[config.mk]
export PLATFORM = sky130hd
export DESIGN_NAME = mmio_requester
export DESIGN_NICKNAME = d
export VERILOG_FILES = /design/src/rtl/mmio_req_pkg.sv /design/src/rtl/mmio_requester.sv
export SDC_FILE = /design/constraint.sdc
export NUM_CORES = 1
export LEC_CHECK = 0
export CORE_MARGIN = 3
export CORE_UTILIZATION = 46
export CTS_BUF_LIST = sky130_fd_sc_hd__clkbuf_8
export DETAILED_ROUTE_END_ITERATION = 8
export GPL_ROUTABILITY_DRIVEN = 1
export GPL_TIMING_DRIVEN = 0
export PLACE_DENSITY_LB_ADDON = 0.3
export SETUP_SLACK_MARGIN = 0.5
export SYNTH_ARGS = -nofsm -noshare
export SYNTH_HDL_FRONTEND = slang
export SYNTH_SLANG_ARGS = --single-unit
[constraint.sdc]
create_clock -name clock -period 3.6 [get_ports clock]
set_input_delay 0.72 -clock clock [delete_from_list [all_inputs] [get_ports clock]]
set_output_delay 0.72 -clock clock [all_outputs]
set_load 0.02 [all_outputs]
[src/rtl/mmio_req_pkg.sv]
// mmio_req_pkg: shared state encoding, AFU register map and timeout pattern
package mmio_req_pkg;
  typedef enum logic [1:0] {ST_IDLE, ST_ISSUE, ST_WAIT, ST_RESP} t_mmio_req_state;
  localparam logic [15:0] DFH      = 16'h0000;
  localparam logic [15:0] AFU_ID_L = 16'h0002;
  localparam logic [15:0] AFU_ID_H = 16'h0004;
  localparam logic [15:0] POLY     = 16'h0010;
  localparam logic [15:0] LFSR     = 16'h0012;
  localparam logic [15:0] CTRL     = 16'h0014;
  localparam logic [63:0] TIMEOUT_PATTERN = '1;
endpackage

[src/rtl/mmio_requester.sv]
// mmio_requester: turns a command stream into MMIO request pulses and
// returns TID-matched read data (or a timeout marker) on a valid/ready port.
module mmio_requester
  import mmio_req_pkg::*;
#(
  parameter int ADDR_W  = 16,
  parameter int DATA_W  = 64,
  parameter int TID_W   = 9,
  parameter int TIMEOUT = 1024
) (
  input  logic              clock,
  input  logic              reset_n,
  input  logic              cmd_valid,
  output logic              cmd_ready,
  input  logic              cmd_write,
  input  logic [ADDR_W-1:0] cmd_addr,
  input  logic [DATA_W-1:0] cmd_wdata,
  output logic              rsp_valid,
  input  logic              rsp_ready,
  output logic [DATA_W-1:0] rsp_data,
  output logic              rsp_timeout,
  output logic              mmio_wr_valid,
  output logic              mmio_rd_valid,
  output logic [ADDR_W-1:0] mmio_addr,
  output logic [TID_W-1:0]  mmio_tid,
  output logic [DATA_W-1:0] mmio_data,
  input  logic              afu_rd_valid,
  input  logic [TID_W-1:0]  afu_tid,
  input  logic [DATA_W-1:0] afu_data,
  output logic              busy
);
  localparam int CNT_W = $clog2(TIMEOUT);
  t_mmio_req_state  r_state;
  logic [TID_W-1:0] r_tid;
  logic [CNT_W-1:0] r_cnt;
  logic             w_match;
  // mmio_tid still holds the TID of the outstanding read while waiting
  assign w_match = afu_rd_valid && afu_tid == mmio_tid;
  assign busy = r_state != ST_IDLE;
  always_ff @(posedge clock or negedge reset_n) begin
    if (!reset_n) begin
      r_state       <= ST_IDLE;
      r_tid         <= '0;
      r_cnt         <= '0;
      cmd_ready     <= 1'b0;
      rsp_valid     <= 1'b0;
      rsp_data      <= '0;
      rsp_timeout   <= 1'b0;
      mmio_wr_valid <= 1'b0;
      mmio_rd_valid <= 1'b0;
      mmio_addr     <= '0;
      mmio_tid      <= '0;
      mmio_data     <= '0;
    end else begin
      mmio_wr_valid <= 1'b0;
      mmio_rd_valid <= 1'b0;
      case (r_state)
        ST_IDLE: begin
          cmd_ready <= 1'b1;
          if (cmd_valid && cmd_ready) begin
            cmd_ready     <= 1'b0;
            mmio_addr     <= cmd_addr;
            mmio_data     <= cmd_wdata;
            mmio_tid      <= r_tid;
            mmio_wr_valid <= cmd_write;
            mmio_rd_valid <= !cmd_write;
            r_state       <= ST_ISSUE;
          end
        end
        ST_ISSUE: begin
          r_tid     <= r_tid + 1'b1;
          r_cnt     <= '0;
          cmd_ready <= mmio_wr_valid;
          r_state   <= mmio_wr_valid ? ST_IDLE : ST_WAIT;
        end
        ST_WAIT: begin
          r_cnt <= r_cnt + 1'b1;
          // a match on the final count still wins over the timeout
          if (w_match) begin
            rsp_data    <= afu_data;
            rsp_timeout <= 1'b0;
            rsp_valid   <= 1'b1;
            r_state     <= ST_RESP;
          end else if (r_cnt == CNT_W'(TIMEOUT - 1)) begin
            rsp_data    <= DATA_W'(TIMEOUT_PATTERN);
            rsp_timeout <= 1'b1;
            rsp_valid   <= 1'b1;
            r_state     <= ST_RESP;
          end
        end
        ST_RESP: begin
          if (rsp_ready) begin
            rsp_valid <= 1'b0;
            cmd_ready <= 1'b1;
            r_state   <= ST_IDLE;
          end
        end
        default: r_state <= ST_IDLE;
      endcase
    end
  end
endmodule

### After elaboration in Yosys (flattened, before gate mapping)

Cells that the tools add are included.
W data, S select, Z words.

* bits in registers: 179
* logic and storage cells: 57
* output and inout bits: 159

* reduce and logical (&&, ||, !) cells: 14
* mux-type cells: 21
* equal/unequal tests: 8
* add/sub/neg operators: 2

Operators with widths (number)
* $mux W64: 2
* $pmux W10 S2: 1
* $add A10 B1 Y10 const B: 1
* $eq A10 B10 Y1 const B: 1
* $mux W1: 10
* $mux W2: 5
* $add A9 B1 Y9 const B: 1
* $eq A9 B9 Y1: 1
* $pmux W2 S4: 1
* $reduce_bool A2 Y1: 4
* $reduce_and A2 Y1: 3
* $reduce_and A3 Y1: 2
* $eq A2 B2 Y1 const B: 2
* $ne A2 B2 Y1 const B: 2
* $ne A3 B3 Y1 const B: 1
* $pmux W1 S3: 1
* $reduce_bool A3 Y1: 1
* $eq A2 B1 Y1 const B: 1
* $logic_and A1 B1 Y1: 2
* $logic_not A2 Y1: 1
* $pmux W1 S2: 1
* $logic_not A1 Y1: 1

### Depth between registers and ports, before layout

* depth in word-level cells: 4
* mapped depth: 7

### Worst setup path after synthesis

Ideal clock, no wire load.

* kind: input -> register
* start: input afu_tid[6]
* end: register rsp_data[0]
* library setup time: 0.121 ns
* data arrival time: 2.093 ns
* cell stages on the path: 7
* path slack: 1.385 ns
* cells stage by stage: xor2_1 nor4_1 nand4_2 or2_1 buf_6 buf_6 o22a_1

* longest elaborated chain between the ends: 4

RTL lines
* start, declared: RTL line mmio_requester.sv:28 `input logic [TID_W-1:0] afu_tid,`
* $eq A9 B9 Y1 (*): RTL line mmio_requester.sv:38 `assign w_match = afu_rd_valid && afu_tid == mmio_tid;`
* $logic_and A1 B1 Y1 (*): RTL line mmio_requester.sv:38
* $reduce_bool A2 Y1 (no source line)
* $reduce_and A2 Y1 (no source line)
* end signal, assigned: RTL line mmio_requester.sv:80 `rsp_data <= afu_data;`
* end signal, assigned: RTL line mmio_requester.sv:85 `rsp_data <= DATA_W'(TIMEOUT_PATTERN);`
* end, declared: RTL line mmio_requester.sv:20 `output logic [DATA_W-1:0] rsp_data,`

Mark *: on every way between the ends. The rest lies on a longest branch, timed or not.
A chain may end at the register's enable or synchronous reset.

### Final worst setup path

* start: input afu_tid[6]
* end: register rsp_data[19]

Same word-level chain as after synthesis.

==> impl_metrics.py <==
metrics = {
    "run_status": {
        "status": "completed",
    },
    "synth": {
        "synth_top_area_share": 0.6450,
        "muxShareOfSynthArea": 0.1488,
        "synth_seq_area_share": 0.6450,
        "ys.flop_type": "dfrtp_1",
        "synth_edf_count": 0,
        "synthXorXnorAreaFrac": 0.02775,
        "synth_top_family_by_area": "multiplexers",
        "synth_area_leaders": "dfrtp_1 65%, mux2_2 15%, o22a_1 8.1%",
        "syn_inst": 463,
        "syn_area_um2": 6944,
        "synth_fa_ha_area_frac": 0.01261,
        "synthSimpleGateAreaFrac": 0.03676,
        "syn_nets": 629,
        "yosysMostFrequentCell": "dfrtp_1",
        "async_flop_share": 1.000,
        "synth.distinct_cells": 32,
        "synth_seq_cells": 179,
        "synth_largest_area_cell": "dfrtp_1",
        "synth_compound_area_frac": 0.09874,
        "ys_warn_count": 0,
        "synth_common_cells": "179 x dfrtp_1, 90 x mux2_2, 64 x o22a_1",
        "synth.avg_cell_area_um2": 15.00,
    },
    "job": {
        "drv_cap": 0,
    },
    "timing": {
        "hold_slack_ns": 0.1812,
        "finalMaxSlewViolations": 0,
        "timing_hold_violations_final": 0,
        "setup_ws_ns": 0.9560,
        "skew_ns": 0.01121,
        "fin_crit_sh": 0.7345,
        "setup_viol": 0,
        "fmax_mhz": 378.2,
        "finalCriticalPeriod_ns": 2.644,
        "worst_pin_slew_ns": 0.6521,
        "rsz0062_at_grt": "false",
        "slew_headroom": 0.5652,
    },
    "clocking": {
        "clk_latency_ns": 0.46,
        "hold_buffers": 0,
        "clk_path_buf_depth": 2,
        "post_cts_resized": 0,
        "root_buffer": "clkbuf_8",
        "cts_inserted_buffers": 17,
        "htree_levels": 4,
        "cts_tree": "yes",
        "clk_transition_reported_paths_ns": 0.09,
        "cts.sinks": 179,
        "cts_post_setup_buffers_inserted": 0,
    },
    "die": {
        "core-area_um2": 14640,
        "dieWidth_um": 128.9,
        "rows": 44,
        "die_h_um": 128.9,
        "die_area_um2": 16610,
        "initial_utilization": 0.4742,
        "ioPinCount": 318,
    },
    "critical_path": {
        "cp.arrival_ns": 2.99,
        "worstSetupPathType": "primary input to flop",
        "start_kind": "primary input",
        "setup.worst_path.end_class": "flop",
        "path_max_fanout": 10,
        "reg2reg_depth": 6,
        "rrSetupSlack_ns": 1.15,
        "r2r_start": "r_state[0]",
        "reg2reg_to": "mmio_data[17]",
        "crit_required_ns": 3.94,
    },
    "placed_design": {
        "io_buffers": 317,
        "dp_hpwl_um": 15190,
        "dp_slack_ns": 0.5199,
        "finalWeightedCongestion": 0.8306,
    },
    "final_layout": {
        "multi_input_area_um2": 2255,
        "fin_nets": 966,
        "seqCellArea_um2": 4479,
        "drive_gt1_frac": 0.1636,
        "nFillCells": 966,
        "syn_to_final_growth_pct": 55.23,
    },
    "detailed_routing": {
        "wl_um": 19870,
        "ant_nets": 0,
        "drtIter0Drc": 192,
        "vias_per_cell": 5.198,
        "drcViolationCount": 0,
        "firstDrtPassIters": 5,
        "avgRoutedWirePerCell_um": 19.91,
        "vias": 5188,
    },
    "grt": {
        "grt_util_all_layers": 0.2428,
        "antenna_found_initial": 1,
        "grt_start_max_net_pins": 125,
        "grt_pass1_wl_um": 30580,
        "grt_pass1_vias": 5655,
        "grt_overflow": 0,
    },
    "pwr": {
        "ir_drop_mv": 0.5305,
        "p_leak_nw": 4.356,
        "p_per_area_nw_per_um2": 694.8,
    },
    "hold_path": {
        "hp-class": "primary input to async pin",
    },
}
## final cells by class
type,count,area share
Buffer,26,0.01741
Timing Repair Buffer,318,0.2974
Sequential cell,179,0.4156
Inverter,6,0.002089
Clock buffer,18,0.02298
Tap cell,184,0.02136
Antenna cell,1,0.0002322
Clock inverter,14,0.01381
Multi-Input combinational cell,252,0.2092
## worst max-delay path by stage
stage	depth (start not counted)	start	endpoint
detailed placement	7	afu_tid[6]	rsp_data[19]
global route	4	r_state[0]	busy
global placement	1	reset_n	rsp_data[21]
floorplan	7	afu_tid[6]	rsp_data[0]
CTS	4	r_state[0]	busy
finish	7	afu_tid[6]	rsp_data[19]
## routing by layer
metal  up-vias  global-route usage  routed length [µm]
li1       2351                   -                   -
met1      2615              0.2720                7250
met2       180              0.4177               10560
met3        42             0.08759                1393
met4         0              0.1050                 662
met5         -                   0                   0
## flip-flops by register name, indices dropped and copies added (netlist names), named ones only
name	count
r_cnt	10
mmio_addr	16
mmio_wr_valid	1
r_state	1
rsp_valid	1
cmd_ready	1
rsp_timeout	1
mmio_rd_valid	1
mmio_tid	9
r_tid	9
rsp_data	64
mmio_data	64
## critical path: stages
cell and delay, ns:
clkdlybuf4s50_1 0.43, xor2_1 0.16, nor4_1 0.48, nand4_2 0.29, or2_1 0.33, clkbuf_1 0.30
o22a_1 0.27
## power breakdown
| group | switching, mW | internal [mW] | leakage (nW) | total [mW] |
|---|---|---|---|---|
| sequential | 0.348 | 2.58 | 1.97 | 2.93 |
| clock | 0.685 | 0.690 | 0.219 | 1.38 |
| combinational | 1.49 | 1.69 | 2.17 | 3.18 |
## per-stage QoR
step	setup TNS, ns	std cells	total power, mW	util	area (µm²)
final	0	998	7.490	0.7361	10780
after global routing	0	998	7.878	0.7361	10780
after global placement	-926.96	964	6.047	0.7066	10350
after detailed placement	0	965	6.167	0.7088	10380
after floorplan	0	463	4.545	-	6944
after CTS	0	997	7.560	0.7359	10780
## cell usage in the layout, fill, tap and decap left out, drive strengths merged, types with 8 or more instances in the layout
master         count
nor2              14
mux2              90
xnor2             11
nand2             11
o22a              64
clkbuf            32
clkdlybuf4s50    316
nand4              8
inv               11
buf               14
dfrtp            179
xor2              11
## cells by family after synthesis
kind of cell	after synthesis
and+or+nand+nor	51
xor gates and xnor gates	22
muxes	92
buffers and inverters	32
adders and majority gates	7
AOI/OAI and AO/OA	80
DFF	179
Power figures use the tool's default switching activity.
